**config.mk**
```make
export PLATFORM = sky130hd
export DESIGN_NAME = core_rd_arbiter
export DESIGN_NICKNAME = d
export VERILOG_FILES = /design/src/rtl/core_rd_arbiter_pkg.sv /design/src/rtl/core_rd_arbiter.sv
export SDC_FILE = /design/constraint.sdc
export NUM_CORES = 1
export LEC_CHECK = 0
export BUFFER_PORTS_ARGS = -buffer_cell sky130_fd_sc_hd__buf_2
export CAP_MARGIN = 20
export CORE_MARGIN = 3
export CORE_UTILIZATION = 36
export CTS_CLUSTER_SIZE = 25
export DETAILED_ROUTE_END_ITERATION = 6
export GPL_TIMING_DRIVEN = 0
export PLACE_DENSITY = 0.92
export SYNTH_ARGS = -nofsm -noshare
export SYNTH_HDL_FRONTEND = slang
export SYNTH_SLANG_ARGS = --single-unit
```
**constraint.sdc**
```tcl
create_clock -name clk_i -period 2.2 [get_ports clk_i]
set_input_delay 0.22 -clock clk_i [delete_from_list [all_inputs] [get_ports clk_i]]
set_output_delay 0.22 -clock clk_i [all_outputs]
set_load 0.01 [all_outputs]
```
**src/rtl/core_rd_arbiter_pkg.sv**
```systemverilog
// Shared types and constants for the two-to-one AXI4-Lite read arbiter.
// Includes the round-robin pick helper used by the top-level FSM.
package core_rd_arbiter_pkg;

    typedef enum logic [1:0] {
        ARB_IDLE = 2'd0,
        ARB_ADDR = 2'd1,
        ARB_DATA = 2'd2
    } arb_state_e;

    typedef enum logic [1:0] {
        ARB_GNT_NONE = 2'd0,
        ARB_GNT_S0   = 2'd1,
        ARB_GNT_S1   = 2'd2
    } arb_gnt_e;

    localparam logic [1:0] AXI_RESP_OKAY   = 2'b00;
    localparam logic [1:0] AXI_RESP_SLVERR = 2'b10;
    localparam logic [1:0] AXI_RESP_DECERR = 2'b11;

    // On a tie the source that was not served last wins.
    function automatic arb_gnt_e rr_pick(input logic v0, input logic v1,
                                         input logic last_s1);
        arb_gnt_e g;
        g = ARB_GNT_NONE;
        if (v0 && v1)
            g = last_s1 ? ARB_GNT_S0 : ARB_GNT_S1;
        else if (v0)
            g = ARB_GNT_S0;
        else if (v1)
            g = ARB_GNT_S1;
        return g;
    endfunction

endpackage

```
**src/rtl/core_rd_arbiter.sv**
```systemverilog
// Two-to-one AXI4-Lite read-channel arbiter (fetch S0, loads S1) onto one
// memory read port; one outstanding read, round-robin grant.
module core_rd_arbiter
    import core_rd_arbiter_pkg::*;
#(
    parameter int AXI_AWIDTH = 4,
    parameter int AXI_DWIDTH = 32
) (
    input  logic                  clk_i,
    input  logic                  rst_ni,

    input  logic [AXI_AWIDTH-1:0] s0_axi_araddr_i,
    input  logic                  s0_axi_arvalid_i,
    output logic                  s0_axi_arready_o,
    output logic [AXI_DWIDTH-1:0] s0_axi_rdata_o,
    output logic [1:0]            s0_axi_rresp_o,
    output logic                  s0_axi_rvalid_o,
    input  logic                  s0_axi_rready_i,

    input  logic [AXI_AWIDTH-1:0] s1_axi_araddr_i,
    input  logic                  s1_axi_arvalid_i,
    output logic                  s1_axi_arready_o,
    output logic [AXI_DWIDTH-1:0] s1_axi_rdata_o,
    output logic [1:0]            s1_axi_rresp_o,
    output logic                  s1_axi_rvalid_o,
    input  logic                  s1_axi_rready_i,

    output logic [AXI_AWIDTH-1:0] m_axi_araddr_o,
    output logic                  m_axi_arvalid_o,
    input  logic                  m_axi_arready_i,
    input  logic [AXI_DWIDTH-1:0] m_axi_rdata_i,
    input  logic [1:0]            m_axi_rresp_i,
    input  logic                  m_axi_rvalid_i,
    output logic                  m_axi_rready_o
);

    arb_state_e            state_q, state_d;
    arb_gnt_e              grant_q, grant_d;
    logic                  last_s1_q, last_s1_d;
    logic [AXI_AWIDTH-1:0] araddr_q, araddr_d;
    logic                  arvalid_q, arvalid_d;

    arb_gnt_e pick;
    logic     sel0, sel1;

    always_comb pick = rr_pick(s0_axi_arvalid_i, s1_axi_arvalid_i, last_s1_q);

    // R path: combinational, steered only to the granted source while in DATA.
    always_comb begin
        sel0 = (state_q == ARB_DATA) && (grant_q == ARB_GNT_S0);
        sel1 = (state_q == ARB_DATA) && (grant_q == ARB_GNT_S1);

        s0_axi_rvalid_o = sel0 && m_axi_rvalid_i;
        s0_axi_rdata_o  = sel0 ? m_axi_rdata_i : '0;
        s0_axi_rresp_o  = sel0 ? m_axi_rresp_i : AXI_RESP_OKAY;

        s1_axi_rvalid_o = sel1 && m_axi_rvalid_i;
        s1_axi_rdata_o  = sel1 ? m_axi_rdata_i : '0;
        s1_axi_rresp_o  = sel1 ? m_axi_rresp_i : AXI_RESP_OKAY;

        m_axi_rready_o  = (sel0 && s0_axi_rready_i) || (sel1 && s1_axi_rready_i);
    end

    always_comb begin
        state_d          = state_q;
        grant_d          = grant_q;
        last_s1_d        = last_s1_q;
        araddr_d         = araddr_q;
        arvalid_d        = arvalid_q;
        s0_axi_arready_o = 1'b0;
        s1_axi_arready_o = 1'b0;

        case (state_q)
            ARB_IDLE: begin
                // Gated by reset so ARREADY reads 0 while reset is held.
                if (rst_ni && (pick != ARB_GNT_NONE)) begin
                    s0_axi_arready_o = (pick == ARB_GNT_S0);
                    s1_axi_arready_o = (pick == ARB_GNT_S1);
                    araddr_d  = (pick == ARB_GNT_S0) ? s0_axi_araddr_i : s1_axi_araddr_i;
                    grant_d   = pick;
                    arvalid_d = 1'b1;
                    state_d   = ARB_ADDR;
                end
            end
            ARB_ADDR: begin
                if (m_axi_arready_i) begin
                    arvalid_d = 1'b0;
                    state_d   = ARB_DATA;
                end
            end
            ARB_DATA: begin
                if (m_axi_rvalid_i && m_axi_rready_o) begin
                    last_s1_d = (grant_q == ARB_GNT_S1);
                    grant_d   = ARB_GNT_NONE;
                    state_d   = ARB_IDLE;
                end
            end
            default: begin
                state_d   = ARB_IDLE;
                grant_d   = ARB_GNT_NONE;
                arvalid_d = 1'b0;
            end
        endcase
    end

    always_ff @(posedge clk_i or negedge rst_ni) begin
        if (!rst_ni) begin
            state_q   <= ARB_IDLE;
            grant_q   <= ARB_GNT_NONE;
            last_s1_q <= 1'b1;
            araddr_q  <= '0;
            arvalid_q <= 1'b0;
        end else begin
            state_q   <= state_d;
            grant_q   <= grant_d;
            last_s1_q <= last_s1_d;
            araddr_q  <= araddr_d;
            arvalid_q <= arvalid_d;
        end
    end

    assign m_axi_araddr_o  = araddr_q;
    assign m_axi_arvalid_o = arvalid_q;

endmodule

```
* Word-level counts from Yosys, hierarchy flattened
Cells that the tools add are included.
** Word-level totals
- Bits in registers :: 10
- Word-level logic and storage cells :: 55
- Output and inout port bits :: 78
** Cells by class
- Bitwise logic cells :: 2
- Multiplexer cells :: 22
- Reductions and logical operators :: 17
- Equal/unequal tests :: 9
** Operator list (number)
- 2-to-1 mux 32 bit :: 2
- 2-to-1 mux 2 bit :: 10
- one-hot mux 2 bit (3 select lines) :: 2
- logical AND 1 bit :: 9
- AND reduction 3 bit :: 3
- == test 2 x 1 -> 1 bit, second input constant :: 3
- == test 2 bit, second input constant :: 3
- 2-to-1 mux 1 bit :: 6
- 2-to-1 mux 4 bit :: 1
- inequality test 2 bit, second input constant :: 2
- AND reduction 2 bit :: 2
- one-hot mux 1 bit (3 select lines) :: 1
- zero test 2 bit :: 1
- inequality test 2 x 1 -> 1 bit, second input constant :: 1
- inverter 1 bit :: 2
- nonzero test 2 bit :: 1
- logical OR 1 bit :: 1

* Longest topological paths before layout
Gate-level depths: netlist of run 1.
- Depth after elaboration :: 7
- Mapped depth :: 5
- Mapped depth without buffers :: 3

* Worst setup path before layout of run 1
No wires, ideal clock.
- Path type :: reg2out
- Start :: reg state_q[0]
- End :: out s1_axi_rdata_o[10]
- Cell stages (with the launch flop) :: 6
- Required time :: 1.980 ns
- Arrival time :: 1.227 ns
- Path buffers :: 2
- Setup slack :: 0.753 ns
- Path through :: dfrtp_1 > nand2b_1 > buf_6 > nor3_4 > buf_6 > and2_1
** Between the ends
- Cells in the longest elaborated chain, start to end :: 3
** RTL lines
- start, declared :: RTL line core_rd_arbiter.sv:37 : arb_state_e state_q, state_d;
- start signal, assigned :: RTL line core_rd_arbiter.sv:114 : state_q <= state_d;
- == test 2 bit :: RTL line core_rd_arbiter.sv:51 : sel1 = (state_q == ARB_DATA) && (grant_q == ARB_GNT_S1);
- logical AND 1 bit :: RTL line core_rd_arbiter.sv:51
- 2-to-1 mux 32 bit :: RTL line core_rd_arbiter.sv:58 : s1_axi_rdata_o = sel1 ? m_axi_rdata_i : '0;
- end, declared :: RTL line core_rd_arbiter.sv:23 : output logic [AXI_DWIDTH-1:0] s1_axi_rdata_o,
Every way passes these cells.

* Final worst setup path of run 1
- Start :: reg state_q[0]
- End :: out s1_axi_rdata_o[20]
Same word-level chain as after synthesis.

==> results of run 1 <==
==> flip-flops by register name, indices dropped and copies added, names as in the netlist <==
register / count
m_axi_araddr_o: 4
state_q: 2
last_s1_q: 1
grant_q: 2
m_axi_arvalid_o: 1
==> power breakdown <==
group          switching, uW  total [uW]  internal, uW
clock network           60.1         130          69.8
logic                    382         726           344
registers               82.2         352           270
==> synth_stat cells, types with 2 or more instances <==
cell type | count | share of area [%]
a311oi_1 | 2 | 1.6
and2_2 | 4 | 2.7
inv_2 | 2 | 0.68
a31oi_1 | 4 | 2.3
buf_6 | 7 | 7.1
nand3b_1 | 6 | 4.1
a21oi_1 | 7 | 3.2
dfrtp_1 | 9 | 20
nor4_1 | 2 | 1.1
and2_1 | 65 | 37
nand2_1 | 2 | 0.68
nor3_4 | 2 | 2.9
inv_1 | 3 | 1.0
o21ai_0 | 6 | 2.7
nor2_1 | 2 | 0.68
a311o_1 | 2 | 1.8
==> cell type report <==
class                   instances  area share, %
multi-input cells             114           41.6
repair buffers                127           35.3
flip-flops and latches         10           13.9
plain buffers                   8           4.62
well taps                      31           2.14
clock buffers                   4           1.45
inverters                       5           1.03
==> what timing repair did <==
| action | in CTS | in global routing |
|---|---|---|
| setup buffers | 0 | 0 |
| hold endpoints to repair | 9 | 0 |
| hold buffers | 1 | 0 |
==> per-layer routing <==
metal | part of all wire (%) | global-route usage (%) | wire length (microns) | vias up
met5 | 0 | 0 | 0 | -
met4 | 0.32 | 4.55 | 12 | 0
met3 | 9.0 | 2.94 | 335 | 2
met2 | 53 | 31.5 | 1980 | 67
met1 | 37 | 20.4 | 1380 | 627
li1 | - | - | - | 722
==> layout by cell type, fill, tap and decap left out, drive strengths merged, types with 2 or more instances in the layout <==
cell type	instances
buf	134
and2	69
dfrtp	9
a21oi	7
nand3b	6
o21ai	6
inv	5
a31oi	4
clkbuf	4
nor3	2
nor4	2
nor2	2
nand2	2
a311oi	2
a311o	2
nand2b	2
==> cells by family after synthesis <==
kind of cell    count (synthesis)  synth area share, %
mux                             1                 1.02
buf+inv                        13                 9.26
compound gates                 23                 13.3
simple gates                   90                 53.7
flops                          10                 22.7
==> worst max-delay path: cells and delay by family (launching register included) <==
family | cells | cell delay [ns]
buf+inv | 3 | 0.45
simple gates | 3 | 0.60
flops | 1 | 0.42
==> stage by stage <==
stage	util, %	power, uW	cells
floorplan	-	803	137
global placement	62.3	1070	294
detailed placement	62.3	1080	294
CTS	63.6	1220	299
global route	63.6	1310	299
finish	63.6	1210	299
==> how the worst max path moves through the flow <==
stage / from / endpoint / slack [ns] / cells after the start
after floorplan: state_q[0]$_DFFE_PN0P_ / s1_axi_rdata_o[10] / 0.75 / 5
after CTS: state_q[0]$_DFFE_PN0P_ / s1_axi_rdata_o[21] / 0.22 / 6
after detailed placement: state_q[0]$_DFFE_PN0P_ / s1_axi_rdata_o[21] / 0.52 / 6
after global placement: state_q[0]$_DFFE_PN0P_ / s1_axi_rdata_o[2] / 0.52 / 6
after global routing: state_q[0]$_DFFE_PN0P_ / s1_axi_rdata_o[20] / 0.13 / 6
final: state_q[0]$_DFFE_PN0P_ / s1_axi_rdata_o[20] / 0.23 / 6
==> results.toml, run 1 <==
[setup_path]
cp.arrival_ns = 1.75
critPathMaxFanout = 10
cpMostUsedCell = "buf_6"
crit_chain = "nand2b_1 -> buf_6 -> nor3_4 -> buf_6 -> and2_1 -> buf_2"
required_ns = 1.98
cp_slowest_cell = "dfrtp_1"
r2r_cells = 3
worstSetupPathType = "reg2out"
crit_path_max_incr_delay_ns = 0.42
end_kind = "primary output"
rrSetupSlack_ns = 0.79
cp-start-kind = "flip-flop"
timing.rr.end = "last_s1_q$_DFFE_PN1P_"
r2r_start = "grant_q[1]$_DFFE_PN0P_"

[timing]
hold_viol_final = 0
timing.fmax_mhz = 508
final.min_clock_period_ns = 1.97
worst_slack_ns = 0.233
finalSetupTns_ns = 0
maxSlewHeadroom_pct = 73.8
finalSetupViolations = 0
tightest_slew_ns = 0.392
fin_crit_sh_pct = 89.4
drv_slew = 0
fin_skew_ns = 0.0123
whs_ns = 0.228
rsz0062_at_grt = "false"

[floorplanning]
die-height_microns = 61.5
core_sq_um = 2850
num_io_pins = 128
num_rows = 19
die_area_sq_um = 3780
initial_core_util_pct = 38.9
die_w_microns = 61.5

[logic_synthesis]
synth_cells = 137
synth_edf_count = 0
async_flop_share_pct = 100
syn-cell-area_sq_um = 1110
ys_ff_latch = 10
synth.distinct_cells = 28
yosys_warnings = 0
syn-num-nets = 187
ys.flop_type = "dfrtp_1"
syn_area_per_cell_sq_um = 8.09
seq_area_frac_synth_pct = 22.7

[clocking]
numCtsBuffers = 3
cts_htree_levels = 1
cts_resized = 0
clock-sinks = 10
cts_tree = "yes"
cts_max_path_buffers = 2
clk_latency_ns = 0.26
path_clk_slew_ns = 0.07
root_buffer = "clkbuf_4"

[place]
placed_area_sq_um = 1780
port-buffer-count = 126
gp_congestion = 0.769
dp_hpwl_microns = 3220
dp_slack_ns = 0.515

[detailed_routing]
first_pass_iters = 4
postRouteAntennaNets = 0
routed_wl_microns = 3710
drt_iter0_markers = 52
routed_via_density = 4.74
remaining_drc_errors = 0
detail_route.wl_per_cell_microns = 12.4
vias = 1418

[grt]
antenna_found_initial = 0
track_usage_pct = 17.2
grt_max_degree = 14
grt_pass1_wl_microns = 4970
grt_pass1_vias = 1129
grt.overflow.total = 0

[run]
maxCapViolations = 0

[worst_hold_path]
holdPathEnd = "m_axi_araddr_o[2]$_DFFE_PN0P_"
worstHoldStart = "s1_axi_araddr_i[2]"
hold_depth = 3
holdCritPathClass = "in2reg"

[finish]
syn2layout_area_growth_pct = 63.7
layout.nets = 319
multi_input_area_sq_um = 754
finalInstanceArea_sq_um = 1810
fillers = 265
regArea_sq_um = 251
layout-drive-gt1-share_pct = 55.6
antennaDiodeCount = 0

[status]
status = "finished clean"

[pwr]
p_leak_uw = 0.00110
vdd_drop_max_v = 0.000586
p_per_area_nw_per_um2 = 666
(Power assumes the default switching activity.)
==> run 2: changes to the inputs <==
Settings changed: BUFFER_PORTS_ARGS -buffer_cell sky130_fd_sc_hd__buf_2 to -buffer_cell sky130_fd_sc_hd__buf_4, CTS_BUF_LIST set to sky130_fd_sc_hd__clkbuf_16.
==> results.toml, run 2 (same netlist as run 1, synthesis figures left out) <==
[grt]
grt_pass1_vias = 1208
grt.overflow.total = 0
track_usage_pct = 19.6
antenna_found_initial = 0
grt_max_degree = 14
grt_pass1_wl_microns = 5630

[setup_path]
cp.depth = 6
cp-start-kind = "flip-flop"
cp.buffers_inverters = 3
endpoint = "s1_axi_rdata_o[26]"
worstSetupPathType = "reg2out"
critPathMaxFanout = 10
timing.rr.end = "last_s1_q$_DFFE_PN1P_"
crit_path_max_incr_delay_ns = 0.42
rrSetupSlack_ns = 0.78
cp.arrival_ns = 1.68
crit_chain = "nand2b_1 -> buf_6 -> nor3_4 -> buf_6 -> and2_1 -> buf_4"
cp_top_family = "simple AND/OR/NAND/NOR gates"
r2r_start = "grant_q[1]$_DFFE_PN0P_"
required_ns = 1.98
end_kind = "primary output"
startpoint = "state_q[0]$_DFFE_PN0P_"
cp_slowest_cell = "dfrtp_1"
r2r_cells = 3
cpMostUsedCell = "buf_6"

[place]
place_inst = 294
port-buffer-count = 126
placed_area_sq_um = 2090
gp_congestion = 0.743
dp_hpwl_microns = 3560

[timing]
finalSetupViolations = 0
timing.fmax_mhz = 527
tightest_slew_ns = 0.391
drv_slew = 0
fin_skew_ns = 0.00600
rsz0062_at_grt = "false"
finalSetupTns_ns = 0
maxSlewHeadroom_pct = 73.9
fin_crit_sh_pct = 86.2
final.min_clock_period_ns = 1.90
hold_viol_final = 0

[finish]
syn2layout_area_growth_pct = 96.8
final_common_cell = "buf_4"
layout-drive-gt1-share_pct = 55.6
finalInstanceArea_sq_um = 2180
fillers = 227
layout_common_cells = "126 x buf_4, 65 x and2_1, 9 x dfrtp_1"
largest_reg_flops = 4
antennaDiodeCount = 0
layout.nets = 319
finalNonFillerCells = 299

[pwr]
p_leak_uw = 0.00117
vdd_drop_max_v = 0.000810
p_per_area_nw_per_um2 = 702

[run]
maxCapViolations = 0

[clocking]
cts_htree_levels = 1
clk_latency_ns = 0.24
post_cts_buffers = 0
clock-sinks = 10
path_clk_slew_ns = 0.04
cts_hold_buf = 1
root_buffer = "clkbuf_16"
numCtsBuffers = 3
cts_resized = 0
cts_tree = "yes"
cts_max_path_buffers = 2

[detailed_routing]
drt_iter0_markers = 70
remaining_drc_errors = 0
routed_via_density = 4.74
first_pass_iters = 5
detail_route.wl_per_cell_microns = 14.3
vias = 1417
postRouteAntennaNets = 0
routed_wl_microns = 4290

[worst_hold_path]
hold_depth = 3
holdCritPathClass = "in2reg"

[floorplanning]
die_w_microns = 61.5
num_io_pins = 128
die_area_sq_um = 3780
core_sq_um = 2850
num_rows = 19
die-height_microns = 61.5
initial_core_util_pct = 38.9

[status]
status = "finished clean"
## run 2: how the worst min path moves through the flow
stage,start,end,slack (ns)
6_report,m_axi_arready_i,state_q[1]$_DFFE_PN0P_,0.25
5_1_grt,m_axi_arready_i,state_q[1]$_DFFE_PN0P_,0.27
4_1_cts,m_axi_arready_i,state_q[1]$_DFFE_PN0P_,0.25
3_5_place_dp,rst_ni,m_axi_arvalid_o$_DFFE_PN0P_,0.06
3_3_place_gp,rst_ni,m_axi_araddr_o[1]$_DFFE_PN0P_,0.06
2_1_floorplan,rst_ni,grant_q[0]$_DFFE_PN0P_,-0.08
## run 2: power breakdown
group / internal (uW) / leakage (uW) / switching [uW] / total, uW
combinational: 451 / 0.00101 / 399 / 850
sequential: 271 / 0.000117 / 89.8 / 361
clock: 238 / 0.0000385 / 83.1 / 321
total: 959 / 0.00117 / 572 / 1530
## run 2: final cells by class
class                           instances  area (sq um)  share of cell area [%]
Multi-Input combinational cell        114           754                    34.6
Clock inverter                          1          3.75                   0.172
Inverter                                5          18.8                   0.860
Sequential cell                        10           251                    11.5
Buffer                                  8          83.8                    3.84
Clock buffer                            3          75.1                    3.44
Tap cell                               31          38.8                    1.78
Timing Repair Buffer                  127           956                    43.8
## run 2: routing by layer
metal / vias up / GRT usage, % / wire, microns
li1: 719 / - / -
met1: 620 / 22.2 / 1500
met2: 72 / 36.6 / 2290
met3: 6 / 6.08 / 462
met4: 0 / 2.73 / 32
met5: - / 0 / 0
## run 2: per-stage QoR
| stage | hold WS (ns) | power (uW) | setup WS [ns] | util [%] |
|---|---|---|---|---|
| after global routing | 0.268 | 1640 | 0.167 | 76.5 |
| final | 0.254 | 1530 | 0.303 | 76.5 |
| after CTS | 0.251 | 1540 | 0.286 | 76.5 |
| after floorplan | -0.0756 | 803 | 0.753 | - |
| after global placement | 0.0601 | 1190 | 0.534 | 73.4 |
| after detailed placement | 0.0621 | 1200 | 0.556 | 73.4 |
## run 2: worst reg2reg max path: cells and delay by family (launching register included)
| kind | cells | cell delay (ns) |
|---|---|---|
| muxes | 1 | 0.36 |
| AOI/OAI and AO/OA | 1 | 0.30 |
| and+or+nand+nor | 1 | 0.22 |
| DFF | 1 | 0.45 |
==> run 3: changes to the inputs <==
Settings changed: ABC_AREA set to 1, CORE_ASPECT_RATIO set to 1.25, CORE_UTILIZATION 36 to 34, PLACE_DENSITY 0.92 to 0.93.
==> results.toml, run 3 <==
[detailed_routing]
routed_via_density = 4.50
detail_route.wl_per_cell_microns = 13.2
first_pass_iters = 4
remaining_drc_errors = 0
drt_iter0_markers = 21
vias = 1557
routed_wl_microns = 4570
postRouteAntennaNets = 0

[grt]
track_usage_pct = 25.1
grt.overflow.total = 0
grt_pass1_wl_microns = 6680
grt_max_degree = 14
antenna_found_initial = 0
grt_pass1_vias = 1420

[timing]
finalSetupTns_ns = 0
timing.fmax_mhz = 603
fin_skew_ns = 0.00180
hold_viol_final = 0
fin_crit_sh_pct = 75.4
worst_slack_ns = 0.542
finalSetupViolations = 0
whs_ns = 0.222
rsz0062_at_grt = "false"
tightest_slew_ns = 0.291
maxSlewHeadroom_pct = 80.6
drv_slew = 0
final.min_clock_period_ns = 1.66

[setup_path]
critPathMaxFanout = 10
required_ns = 1.98
cp-start-kind = "flip-flop"
worstSetupPathType = "reg2out"
cp.arrival_ns = 1.44
end_kind = "primary output"

[place]
port-buffer-count = 127
place_inst = 341
dp_slack_ns = 0.790
dp_hpwl_microns = 3780
gp_congestion = 0.748

[clocking]
cts_htree_levels = 1
path_clk_slew_ns = 0.04
cts_resized = 0
clock-sinks = 10
cts_tree = "yes"
numCtsBuffers = 3
cts_max_path_buffers = 2
root_buffer = "clkbuf_16"
clk_latency_ns = 0.23
post_cts_buffers = 0

[pwr]
vdd_drop_max_v = 0.000851
combinationalPowerShare_pct = 56.0
switching_share_pct = 40.3
p_switching_uw = 596
p_int_uw = 882
pwr-share-clk_pct = 21.6
power_uw = 1480
p_leak_uw = 0.00134
power_frac_seq_pct = 22.4
p_per_area_nw_per_um2 = 723

[floorplanning]
initial_core_util_pct = 37.6
die-height_microns = 65.4
num_io_pins = 128
die_area_sq_um = 3500
num_rows = 20
die_w_microns = 53.6
core_sq_um = 2550

[logic_synthesis]
seq_area_frac_synth_pct = 26.2
synth_common_cells = "79 x nor2_1, 44 x inv_1, 17 x nand2_1, 12 x o21ai_0, 9 x dfrtp_1"
ys_ff_latch = 10
yosys.area.top_type = "nor2_1"
syn-num-nets = 231
synth_edf_count = 0
synth.distinct_cells = 14
syn_area_per_cell_sq_um = 5.31
async_flop_share_pct = 100
synth_top_area_share_pct = 30.9
synth_cells = 181
synth_most_common_cell = "nor2_1"
synthTopCellsByArea = "nor2_1 31%, dfrtp_1 23%, inv_1 17%, nand2_1 6.6%, o21ai_0 6.3%"
syn-cell-area_sq_um = 961
yosys_warnings = 0
ys.flop_type = "dfrtp_1"

[finish]
antennaDiodeCount = 0
finalNonFillerCells = 346
syn2layout_area_growth_pct = 113
fillers = 205
layout.nets = 364
layout-drive-gt1-share_pct = 46.6
largest_reg_flops = 4
final_common_cell = "buf_4"
layout_common_cells = "127 x buf_4, 79 x nor2_1, 44 x inv_1"

[status]
status = "finished clean"

[run]
maxCapViolations = 0

[worst_hold_path]
holdCritPathClass = "in2reg"
run 3: kinds of logic after synthesis:
logic type,after synthesis,share of synthesized area (%)
AND/OR/NAND/NOR,104,43.5
buffers and inverters,51,20.7
AO/OA/AOI/OAI,16,9.64
flip-flops,10,26.2
run 3: per-layer routing:
| metal | up-vias | GRT usage, % | share of wire [%] |
|---|---|---|---|
| met2 | 94 | 47.5 | 52 |
| li1 | 778 | - | - |
| met5 | - | 0 | 0 |
| met4 | 0 | 8.31 | 3.0 |
| met1 | 663 | 23.1 | 32 |
| met3 | 22 | 9.98 | 13 |
run 3: path summary, 6_finish.rpt:
kind / startpoint / to / slack [ns] / cells past startpoint
worst min-delay path: m_axi_arready_i / state_q[0]$_DFFE_PN0P_ / 0.22 / 2
worst max register to register: state_q[0]$_DFFE_PN0P_ / m_axi_araddr_o[3]$_DFFE_PN0P_ / 0.96 / 6
worst min register to register: m_axi_araddr_o[1]$_DFFE_PN0P_ / m_axi_araddr_o[1]$_DFFE_PN0P_ / 0.49 / 2
max in group asynchronous: rst_ni / last_s1_q$_DFFE_PN1P_ / 1.61 / 2
worst max-delay path: state_q[0]$_DFFE_PN0P_ / s1_axi_rdata_o[6] / 0.54 / 5
min in group asynchronous: rst_ni / state_q[0]$_DFFE_PN0P_ / 0.37 / 2
run 3: power by group through the flow:
stage | Combinational, uW | Clock, uW | Sequential (uW)
after floorplan | 396 | 0 | 342
after global placement | 804 | 0 | 327
after detailed placement | 822 | 0 | 329
after CTS | 832 | 322 | 331
after global routing | 912 | 334 | 342
final | 827 | 319 | 332
run 3: final cells by class:
type | count | area [sq um] | area share [%]
repair buffers | 128 | 963 | 47.1
multi-input cells | 120 | 510 | 25.0
flip-flops and latches | 10 | 251 | 12.3
inverters | 45 | 169 | 8.26
clock buffers | 3 | 75.1 | 3.67
well taps | 33 | 41.3 | 2.02
plain buffers | 6 | 30.0 | 1.47
clock inverters | 1 | 3.75 | 0.184
run 3: critical path: stages, from the launching register on:
cell and delay (ns):
dfrtp_1 0.43, nor2_4 0.18, nand2_2 0.13, buf_2 0.20, nor2_1 0.12, buf_4 0.14
run 3: through the flow:
stage | area [sq um] | utilization [%]
floorplan | 961 | -
global placement | 1960 | 76.6
detailed placement | 1960 | 76.6
CTS | 2040 | 80.1
global route | 2040 | 80.1
finish | 2040 | 80.1
run 3: timing repair:
action | CTS | global route
hold buffers | 1 | 0
hold endpoints to repair | 9 | 0
setup endpoints to repair | 0 | 0
